<file path="config.mk">
export PLATFORM = sky130hd
export DESIGN_NAME = imm_gen_stage
export DESIGN_NICKNAME = d
export VERILOG_FILES = /design/src/rtl/imm_gen_stage.sv
export SDC_FILE = /design/constraint.sdc
export NUM_CORES = 1
export LEC_CHECK = 0
export CAP_MARGIN = 25
export CORE_UTILIZATION = 48
export CTS_CLUSTER_DIAMETER = 40
export CTS_CLUSTER_SIZE = 20
export DETAILED_ROUTE_END_ITERATION = 8
export GPL_TIMING_DRIVEN = 0
export PLACE_DENSITY = 0.77
export SYNTH_ARGS = -nofsm -noshare
export SYNTH_HDL_FRONTEND = slang
export SYNTH_SLANG_ARGS = --single-unit
</file>
<file path="constraint.sdc">
create_clock -name clk -period 4.8 [get_ports clk]
set_clock_uncertainty 0.15 [all_clocks]
set_input_delay 0.48 -clock clk [delete_from_list [all_inputs] [get_ports clk]]
set_output_delay 0.48 -clock clk [all_outputs]
set_load 0.005 [all_outputs]
</file>
<file path="src/rtl/imm_gen_stage.sv">
// imm_gen_stage: registered, flow-controlled RV32I/RV64I immediate decode FIFO.
// Define IMM_GEN_CSR_ZIMM_EN to decode CSR*I immediates as zero-extended zimm (type 6).
module imm_gen_stage #(
  parameter int XLEN  = 32,
  parameter int DEPTH = 2
) (
  input  logic                   clk,
  input  logic                   rst_n,
  input  logic                   flush,
  input  logic                   in_valid,
  output logic                   in_ready,
  input  logic [31:0]            in_instr,
  input  logic [XLEN-1:0]        in_pc,
  output logic                   out_valid,
  input  logic                   out_ready,
  output logic [XLEN-1:0]        out_imm,
  output logic [2:0]             out_type,
  output logic                   out_illegal,
  output logic [XLEN-1:0]        out_pc,
  output logic [$clog2(DEPTH):0] count
);
  localparam int AW = (DEPTH > 1) ? $clog2(DEPTH) : 1;
  localparam int CW = $clog2(DEPTH) + 1;
  localparam bit RV64 = (XLEN == 64);

  if (XLEN != 32 && XLEN != 64) begin : g_xlen_chk
    $error("imm_gen_stage: XLEN must be 32 or 64");
  end

  typedef enum logic [2:0] {T_I, T_S, T_B, T_U, T_J, T_R, T_Z, T_ILL} imm_type_e;

  localparam logic [6:0] OP_IMM   = 7'b0010011;
  localparam logic [6:0] OP_LOAD  = 7'b0000011;
  localparam logic [6:0] OP_JALR  = 7'b1100111;
  localparam logic [6:0] OP_SYS   = 7'b1110011;
  localparam logic [6:0] OP_STORE = 7'b0100011;
  localparam logic [6:0] OP_BR    = 7'b1100011;
  localparam logic [6:0] OP_LUI   = 7'b0110111;
  localparam logic [6:0] OP_AUIPC = 7'b0010111;
  localparam logic [6:0] OP_JAL   = 7'b1101111;
  localparam logic [6:0] OP_OP    = 7'b0110011;
  localparam logic [6:0] OP_FENCE = 7'b0001111;
  localparam logic [6:0] OP_IMM32 = 7'b0011011;
  localparam logic [6:0] OP_OP32  = 7'b0111011;

  logic [6:0]      op;
  logic [2:0]      f3;
  logic [XLEN-1:0] imm_i, imm_s, imm_b, imm_u, imm_j, shamt;
  logic            is_shift;
  imm_type_e       dec_type;
  logic [XLEN-1:0] dec_imm;

  assign op       = in_instr[6:0];
  assign f3       = in_instr[14:12];
  assign imm_i    = XLEN'($signed(in_instr[31:20]));
  assign imm_s    = XLEN'($signed({in_instr[31:25], in_instr[11:7]}));
  assign imm_b    = XLEN'($signed({in_instr[31], in_instr[7], in_instr[30:25], in_instr[11:8], 1'b0}));
  assign imm_u    = XLEN'($signed({in_instr[31:12], 12'b0}));
  assign imm_j    = XLEN'($signed({in_instr[31], in_instr[19:12], in_instr[20], in_instr[30:21], 1'b0}));
  assign is_shift = (op == OP_IMM || op == OP_IMM32) && f3[1:0] == 2'b01;
  // 6-bit shamt only for full-width RV64 shifts; the W forms stay 5-bit
  assign shamt    = (RV64 && op == OP_IMM) ? XLEN'(in_instr[25:20]) : XLEN'(in_instr[24:20]);

  always_comb begin
    dec_type = T_ILL;
    dec_imm  = '0;
    case (op)
      OP_IMM, OP_LOAD, OP_JALR: begin dec_type = T_I; dec_imm = imm_i; end
      OP_IMM32: if (RV64) begin dec_type = T_I; dec_imm = imm_i; end
`ifdef IMM_GEN_CSR_ZIMM_EN
      OP_SYS: begin
        dec_type = f3[2] ? T_Z : T_I;
        dec_imm  = f3[2] ? XLEN'(in_instr[19:15]) : imm_i;
      end
`else
      OP_SYS: begin dec_type = T_I; dec_imm = imm_i; end
`endif
      OP_STORE: begin dec_type = T_S; dec_imm = imm_s; end
      OP_BR: begin dec_type = T_B; dec_imm = imm_b; end
      OP_LUI, OP_AUIPC: begin dec_type = T_U; dec_imm = imm_u; end
      OP_JAL: begin dec_type = T_J; dec_imm = imm_j; end
      OP_OP, OP_FENCE: dec_type = T_R;
      OP_OP32: if (RV64) dec_type = T_R;
      default: ;
    endcase
    if (is_shift && dec_type == T_I) dec_imm = shamt;
  end

  logic [XLEN-1:0] imm_q  [DEPTH];
  imm_type_e       type_q [DEPTH];
  logic [XLEN-1:0] pc_q   [DEPTH];
  logic [AW-1:0]   wr_q, wr_d, rd_q, rd_d;
  logic [CW-1:0]   count_q, count_d;
  logic            push, pop;

  assign in_ready  = count_q < CW'(DEPTH);
  assign out_valid = count_q != '0;
  assign push      = in_valid && in_ready && !flush;
  assign pop       = out_valid && out_ready;

  function automatic logic [AW-1:0] inc(input logic [AW-1:0] p);
    return (DEPTH == 1) ? '0 : p + 1'b1;
  endfunction

  always_comb begin
    wr_d    = flush ? '0 : push ? inc(wr_q) : wr_q;
    rd_d    = flush ? '0 : pop ? inc(rd_q) : rd_q;
    count_d = flush ? '0 : count_q + CW'(push) - CW'(pop);
  end

  always_ff @(posedge clk or negedge rst_n) begin
    if (!rst_n) begin
      wr_q    <= '0;
      rd_q    <= '0;
      count_q <= '0;
    end else begin
      wr_q    <= wr_d;
      rd_q    <= rd_d;
      count_q <= count_d;
    end
  end

  // Payload needs no reset: outputs are masked while the FIFO is empty
  always_ff @(posedge clk) begin
    if (push) begin
      imm_q[wr_q]  <= dec_imm;
      type_q[wr_q] <= dec_type;
      pc_q[wr_q]   <= in_pc;
    end
  end

  assign out_imm     = out_valid ? imm_q[rd_q] : '0;
  assign out_type    = out_valid ? type_q[rd_q] : 3'd0;
  assign out_illegal = out_valid && type_q[rd_q] == T_ILL;
  assign out_pc      = out_valid ? pc_q[rd_q] : '0;
  assign count       = count_q;
endmodule

</file>
==> metrics.txt, run 1 <==
core area 12110 sq um; CP most frequent cell nor2_1; Worst Max-Slew Pin Slew 721.6 ps; I/O pins 141; EDFF count, synth 134; grt total ovfl 0; Root Buffer clkbuf_16; CTS tree built; port bufs 138; Fmax 296.8 MHz; Clock Path Buffers 2; r2r startpoint count[1]; antenna-violating nets left 0; Max VDD drop 0.0002503 V; Num Clock Sinks 138; max cap viols 0; compound-gate portion of the synthesized area 5.381%; Synth Area in XOR/XNOR 0.7299%; wire per inst 17.10 um; RSZ-0062 raised after global routing no; Top Usage Layer GRT met2; Final Worst Setup Slack 1431 ps; Worst-Skew Late Latency 410 ps; vias 4046; Residual DRC 0; vias in the first global route 4036; final instance area 8278 sq um; Yosys reg bits 138; GP Congestion 0.8956; FFs w/ async S/R, synth 2.899%; DP HPWL 9.347 mm; CP top delay family buffers and inverters; Slew headroom 51.78%; Layout area overhead 37.98%; grt met1 use 25.48%; All-Layer GR Usage 21.20%; reg2reg setup slack 2430 ps; Nets 661; post-synthesis sequential area ratio 68.74%; Routed WL 13.17 mm; dpl cell area 7701 sq um; min Tclk post-route 3369 ps; largest family of logic cells by synthesized area multiplexers; Synth cell types 47; slowest CP cell clkdlybuf4s50_1; met2 Resource Use GR 36.10%; Adder-Cell Fraction of Synth Area 0.4171%; CP max stage delay 480 ps; final hold violations 0; crit path cell chain nor2_1 > clkbuf_1 > buf_1 > nor2_1 > clkdlybuf4s50_1; capturing point of the worst reg2reg path pc_q[0][29]; met3 Use GR 4.942%; Post-Synthesis Cell Area 6000 sq um; Resize count post-CTS 0; Worst Setup Path Type reg2out; Ant. Diodes 0; Setup WS pre-CTS 1889 ps; peak fanout along the critical path 10; die width 113.8 um; Avg Inst Size Synth 13.98 sq um; mux cell area share after synthesis 11.37%; Power per Cell Area 464.6 nW/um^2; routed vias/inst 5.255; Starting Density 49.54%; Synth Warn # 0; initial drt markers 257; CP Buf/Inv Count 3; Final Cycle Share 70.19%; top_reg_cell synth edfxtp_1; endpoint class of the critical path primary output; initial antenna violation count 0; Fillers 894; FF/Latch Area 4124 sq um; R2R depth 5; Core Util, Final 68.35%; Crit path required time 4170 ps; Post-Syn Nets 500; arrival time at the worst endpoint 2740 ps; total CTS buffers 17; Reg clk slew, reported paths 60 ps; WHS 129.8 ps; hold buffers post-CTS 0; Setup crit start kind register; Post CTS Setup Buffer Count 0; Synth Area in Simple Gates 10.84%; DIE AREA 12950 sq um; Slew Limit Fails 0; layout cell share with drive strength beyond 1 10.63%; Die Y-Extent 113.8 um; drt first pass iters 4; Leakage 2.734 nW; largest net degree at the start of global routing 26; first-pass GRT wire length 20.28 mm; H-tree Lvls 4; worst min path class in2async; cell count after synthesis 429; outcome complete, no violations; Setup Viol. Count Final 0; area of the multi-input gates 1739 sq um; Row Count 40; Tot Pwr 0.003846 W
==> logic make-up after synthesis <==
family	after synthesis
AOI/OAI and AO/OA	42
muxes	68
buffers and inverters	32
DFF	138
and+or+nand+nor	142
adders and majority gates	2
xor gates and xnor gates	5
==> synthesized netlist by cell type, types with 4 or more instances <==
library cell    n  area (sq um)
edfxtp_1      134          4024
nor2_1         79         296.5
mux2i_1        67         670.6
nand2_1        26         97.59
a21oi_1        14         70.07
buf_2          12         60.06
a211oi_1        9         67.56
clkbuf_1        8         30.03
nand3_1         8         40.04
nor3b_1         8         60.06
inv_1           5         18.77
a22o_1          4         35.03
buf_4           4         30.03
dfrtp_1         4         100.1
xnor2_1         4         35.03
==> report_power, final <==
group	total, W	leakage [nW]	internal [W]	switching [W]
combinational	0.00112	1.18	0.000593	0.000530
sequential	0.00147	1.29	0.00144	0.0000308
clock	0.00125	0.267	0.000762	0.000490
total	0.00385	2.73	0.00279	0.00105
==> per-stage QoR <==
step | TNS, ps | std cells
finish | 0 | 770
global route | 0 | 770
CTS | 0 | 770
detailed placement | 0 | 739
global placement | -186860 | 735
floorplan | 0 | 429
==> registers in the layout, indices dropped and copies added, names as in the netlist <==
signal / count
pc_q: 64
imm_q: 64
type_q: 6
wr_q: 1
rd_q: 1
count: 2
==> cell type report <==
class	count	share of cell area [%]
tap	168	2.539
sequential	138	49.82
timing repair buffer	142	17.84
clock buffer	17	5.139
inverter	5	0.2267
buffer	27	1.602
multi-input combinational	259	21.01
clock inverter	14	1.829
==> metal layers <==
layer  wire length (um)  vias up
met5                  0        -
met4                325        0
met3                820       26
met2               6387      161
met1               5637     1940
li1                   -     1919
==> worst max path at each step <==
| stage | start | depth (start not counted) | to | slack [ps] |
|---|---|---|---|---|
| after floorplan | in_valid | 3 | imm_q[0][0] | 580 |
| after global placement | in_valid | 4 | pc_q[1][24] | -1400 |
| after detailed placement | count[1] | 5 | out_pc[24] | 1890 |
| after CTS | count[1] | 5 | out_pc[21] | 1420 |
| after global routing | count[1] | 5 | out_pc[21] | 1160 |
| final | count[0] | 5 | out_pc[21] | 1430 |
==> placed cells by master, fill, tap and decap left out, types with 4 or more instances in the layout <==
master           instances
clkinv_4                 4
nor3b_1                  8
nand3_1                  8
a21oi_1                 14
buf_2                   12
clkbuf_16               17
inv_1                    5
clkinvlp_4               5
dfrtp_1                  4
mux2i_1                 67
clkbuf_1                 8
nor2_1                  77
buf_4                    4
nand2_1                 26
a22o_1                   4
a211oi_1                 9
xnor2_1                  4
clkdlybuf4s50_1        138
edfxtp_1               134
Power figures use the tool's default switching activity.
==> run 2: changes to the inputs <==
CORE_UTILIZATION = 45   (was 48)
PLACE_DENSITY = 0.76   (was 0.77)
clock period = 2.7 ns   (was 4.8 ns; I/O delays follow)
==> metrics.txt, run 2 (synthesized netlist as in run 1, its figures left out) <==
RSZ-0062 raised after global routing no; Ant. Diodes 0 (unchanged); Power per Cell Area 817.5 nW/um^2 (+76%); most frequent cells in the layout clkdlybuf4s50_1, edfxtp_1, nor2_1; min Tclk post-route 2546 ps; Routed WL 12.95 mm (-1.7%); Clock Path Buffers 2 (unchanged); Max VDD drop 0.0005682 V (+130%); peak fanout along the critical path 10 (unchanged); first-pass GRT wire length 20.43 mm (+0.74%); port bufs 138 (unchanged); worst min path class in2reg; layout cell share with drive strength beyond 1 10.61% (-0.018 points); Fillers 986 (+10%); Crit path required time 2280 ps (-1890 ps); Slew headroom 66.67% (+15 points); DIE AREA 13800 sq um (+6.5%); Root Buffer clkbuf_16; Leakage 2.739 nW (+0.19%); drt first pass iters 4 (unchanged); dpl cell area 7691 sq um (-0.13%); Nets 661 (unchanged); grt total ovfl 0 (unchanged); die width 117.5 um (+3.2%); Crit. Startpoint count[1]; All-Layer GR Usage 19.47% (-1.7 points); Cell Count, Final, Fillers Out 775 (+0.65%); Fmax 392.8 MHz; GP Congestion 0.9052 (+1.1%); vias 4019 (-0.67%); routed vias/inst 5.186 (-1.3%); Hold Crit Start in_pc[20]; Row Count 41 (+2.5%); Layout area overhead 37.94% (about the same); Final TNS setup 0 ps (unchanged); Inst Count DP 743 (+0.54%); Final Cycle Share 94.30%; Setup crit start kind register; total CTS buffers 17 (unchanged); max cap viols 0 (unchanged); I/O pins 141 (unchanged); H-tree Lvls 4 (unchanged); Num Clock Sinks 138 (unchanged); top flop regs imm_q x64, pc_q x64, type_q x6; wire per inst 16.71 um (-2.3%); commonest non-fill, non-tap cell in the layout clkdlybuf4s50_1; CTS tree built; endpoint class of the critical path primary output; largest net degree at the start of global routing 32 (+23%); antenna-violating nets left 0 (unchanged); Starting Density 46.78% (-2.8 points); DP HPWL 9.323 mm (-0.25%); Slew Limit Fails 0 (unchanged); final hold violations 0 (unchanged); vias in the first global route 4094 (+1.4%); final instance area 8275 sq um (about the same); area of the multi-input gates 1747 sq um (+0.43%); initial antenna violation count 0 (unchanged); core area 12820 sq um (+5.9%); Residual DRC 0 (unchanged); Worst Setup Path Type reg2out; arrival time at the worst endpoint 2130 ps (-610 ps); Die Y-Extent 117.5 um (+3.2%); Worst-Skew Late Latency 410 ps (about the same); r2r startpoint count[1]; FF/Latch Area 4124 sq um (unchanged); initial drt markers 316 (+23%); Reg clk slew, reported paths 50 ps (about the same); outcome complete, no violations; Setup Viol. Count Final 0 (unchanged); Post CTS Setup Buffer Count 0 (unchanged); Worst Max-Slew Pin Slew 498.4 ps (-223.2 ps)
==> run 2: changes by cell type in the layout (fill, tap and decap cells not counted), sizes merged <==
cell and change:
clkbuf +7, buf -3, clkinvlp -3, dlygate4sd3 +1, inv -1
==> run 2: timing repair <==
action | 4_1_cts | 5_1_grt
gates resized for setup | 8 | 4
hold endpoints to repair | 4 | 0
pin swaps | 0 | 0
hold buffers | 1 | 0
endpoints found under the setup margin | 52 | 56
gates cloned | 0 | 0
==> run 2: layer usage <==
| metal | up-vias | GRT usage [%] | part of all wire, % |
|---|---|---|---|
| met5 | - | 0 | 0 |
| met4 | 0 | 7.212 | 1.5 |
| met3 | 16 | 4.990 | 6.1 |
| met2 | 156 | 33.06 | 51 |
| met1 | 1931 | 23.95 | 41 |
| li1 | 1916 | - | - |
==> run 2: final cells by class <==
class / count / area share, %
multi-input cells: 259 / 21.11
inverters: 5 / 0.2268
repair buffers: 143 / 17.78
clock buffers: 22 / 5.367
flip-flops and latches: 138 / 49.83
well taps: 172 / 2.601
clock inverters: 10 / 1.270
plain buffers: 26 / 1.814
==> run 2: path summary, 6_finish.rpt <==
path / endpoint / slack [ps] / depth (start not counted)
worst max register to register: imm_q[1][1] / 540 / 5
max in group asynchronous: rd_q / 1750 / 2
worst min-delay path: pc_q[1][20] / 290 / 1
min in group asynchronous: count[1] / 470 / 2
worst max-delay path: out_pc[28] / 150 / 5
worst min register to register: wr_q / 480 / 2
==> run 2: power breakdown <==
group / internal (W) / leakage (nW) / total (W) / switching [W]
logic: 0.00108 / 1.18 / 0.00199 / 0.000913
registers: 0.00256 / 1.29 / 0.00263 / 0.0000731
clock network: 0.00135 / 0.267 / 0.00214 / 0.000797
total: 0.00498 / 2.74 / 0.00677 / 0.00178
==> run 2: metrics by stage <==
step           hold WS (ps)  total power [W]  util [%]  setup slack [ps]
2_1_floorplan        -175.6         0.003609         -            -326.6
6_report              292.5         0.006766     64.53             154.0
5_1_grt               264.2         0.007067     64.53             28.40
3_5_place_dp          345.5         0.004662     59.97            -96.67
3_3_place_gp          334.3         0.004599     59.27             -1642
4_1_cts               246.0         0.006831     64.46            -24.70
==> run 2: worst max-delay path: stages, from the launching register on <==
cell and delay (ps):
dfrtp_1 430, nor2_4 230, clkbuf_4 270, buf_2 240, nor2_1 80, clkdlybuf4s50_1 460
==> run 3: changes to the inputs <==
MAX_ROUTING_LAYER = met4   (was default)
==> metrics.txt, run 3 (synthesized netlist as in run 1, its figures left out) <==
total CTS buffers 17 (unchanged); Leakage 2.753 nW (+0.52%); Slew Limit Fails 0 (unchanged); grt total ovfl 0 (unchanged); highest routed metal layer met4; Clock Path Buffers 2 (unchanged); Worst Max-Slew Pin Slew 877.5 ps (+379.1 ps); Hold Crit Start in_instr[3]; port bufs 138 (unchanged); reg2reg setup slack 230 ps (-310 ps); CP max stage delay 510 ps (+50 ps); initial drt markers 205 (-35%); endpoint class of the critical path primary output; CP top delay family buffers and inverters; Routed WL 12.91 mm (-0.30%); RSZ-0062 raised after global routing yes; Residual DRC 0 (unchanged); vias 3985 (-0.85%); most frequent cells in the layout clkdlybuf4s50_1, edfxtp_1, nor2_1; min Tclk post-route 2639 ps (+92.92 ps); Final TNS setup 0 ps (unchanged); CTS tree built; antenna-violating nets left 0 (unchanged); vias in the first global route 4005 (-2.2%); commonest non-fill, non-tap cell in the layout clkdlybuf4s50_1; Fillers 949 (-3.8%); DIE AREA 13800 sq um (unchanged); Num Clock Sinks 138 (unchanged); Root Buffer clkbuf_16; All-Layer GR Usage 20.15% (+0.68 points); largest net degree at the start of global routing 28 (-13%); Fmax 378.9 MHz (-3.5%); WHS Path Cells 3 (+2); capturing point of the worst reg2reg path pc_q[0][22]; Setup WS pre-CTS -144.5 ps (-47.83 ps); Final Worst Setup Slack 61.05 ps (-92.92 ps); layout cell share with drive strength beyond 1 10.61% (unchanged); first-pass GRT wire length 20.84 mm (+2.0%); Hold Path Sink type_q[1][2]; Worst Setup Path Type reg2out; I/O pins 141 (unchanged); Die Y-Extent 117.5 um (unchanged); Starting Density 46.78% (unchanged); Setup Viol. Count Final 0 (unchanged); outcome complete, no violations; Post CTS Setup Buffer Count 0 (unchanged); Power per Cell Area 814.4 nW/um^2 (-0.38%); Nets 661 (unchanged); slowest CP cell clkdlybuf4s50_1; GP Congestion 0.8783 (-3.0%); Setup crit start kind register; peak fanout along the critical path 10 (unchanged); arrival time at the worst endpoint 2220 ps (+90 ps); Row Count 41 (unchanged); worst min path class in2reg; wire per inst 16.66 um (-0.30%); drt first pass iters 5 (+1); R2R depth 5 (unchanged); Max VDD drop 0.0004507 V (-21%); routed vias/inst 5.142 (-0.85%); max cap viols 0 (unchanged); Layout area overhead 38.33%; met2 WL 6.422 mm (-2.8%); core area 12820 sq um (unchanged); metal3 WL 611 um (-23%); initial antenna violation count 0 (unchanged); Crit path required time 2280 ps (about the same); H-tree Lvls 4 (unchanged); Core Util, Final 64.71% (+0.19 points); DP HPWL 9.255 mm (-0.74%); Ant. Diodes 0 (unchanged); Met1 Wirelength 5.741 mm (+7.1%); Final Cycle Share 97.74% (+3.4 points); CP Buf/Inv Count 2 (-1); Crit. Startpoint count[1]; top flop regs imm_q x64, pc_q x64, type_q x6; final hold violations 0 (unchanged); Worst-Skew Late Latency 390 ps (-20 ps); crit path cell chain nor2_2 > clkbuf_1 > nor2_1 > clkdlybuf4s50_1; die width 117.5 um (unchanged); Slew headroom 41.36% (-25 points); Reg clk slew, reported paths 50 ps (about the same); r2r startpoint count[1]
-- run 3: final cells by class --
class	count	area [sq um]	area share [%]
plain buffers	26	147.6	1.779
multi-input cells	259	1742	20.99
flip-flops and latches	138	4124	49.69
well taps	172	215.2	2.593
clock buffers	22	444.2	5.352
clock inverters	10	106.4	1.281
inverters	5	18.77	0.2261
repair buffers	143	1501	18.09
-- run 3: tightest hold or removal path, cell delays in order --
cell       delay (ps)
clkbuf_2          180
a2111oi_0         110
nand2_1           110
-- run 3: report_power, final --
part / internal [W] / total (W) / switching, W
combinational: 0.00108 / 0.00200 / 0.000920
sequential: 0.00256 / 0.00263 / 0.0000680
clock: 0.00135 / 0.00213 / 0.000782
total: 0.00499 / 0.00676 / 0.00177
-- run 3: layer usage --
layer,global-route usage [%],up-vias
li1,-,1914
met1,25.18,1911
met2,32.88,148
met3,4.700,12
met4,5.769,0
met5,-,-
-- run 3: how the worst max path moves through the flow --
stage	end	slack (ps)	cells past startpoint
floorplan	imm_q[0][0]	-330	3
global placement	imm_q[1][1]	-1650	4
detailed placement	pc_q[0][28]	-140	6
CTS	out_illegal	-10	5
global route	out_pc[11]	-20	5
finish	out_imm[9]	60	4
-- run 3: metrics by stage --
| stage | std cells | hold slack, ps | total power [W] | cell area, sq um |
|---|---|---|---|---|
| after floorplan | 429 | -175.6 | 0.003609 | 6005 |
| after global placement | 739 | 334.9 | 0.004603 | 7601 |
| after detailed placement | 743 | 340.2 | 0.004669 | 7721 |
| after CTS | 776 | 248.8 | 0.006822 | 8288 |
| after global routing | 775 | 265.0 | 0.007068 | 8299 |
| final | 775 | 249.8 | 0.006759 | 8299 |
-- run 3: timing repair --
action | in CTS | in global routing
pin swaps | 0 | 0
hold buffers | 1 | 0
endpoints found under the setup margin | 45 | 71
gates resized for setup | 4 | 7
endpoints found under the hold margin | 4 | 0
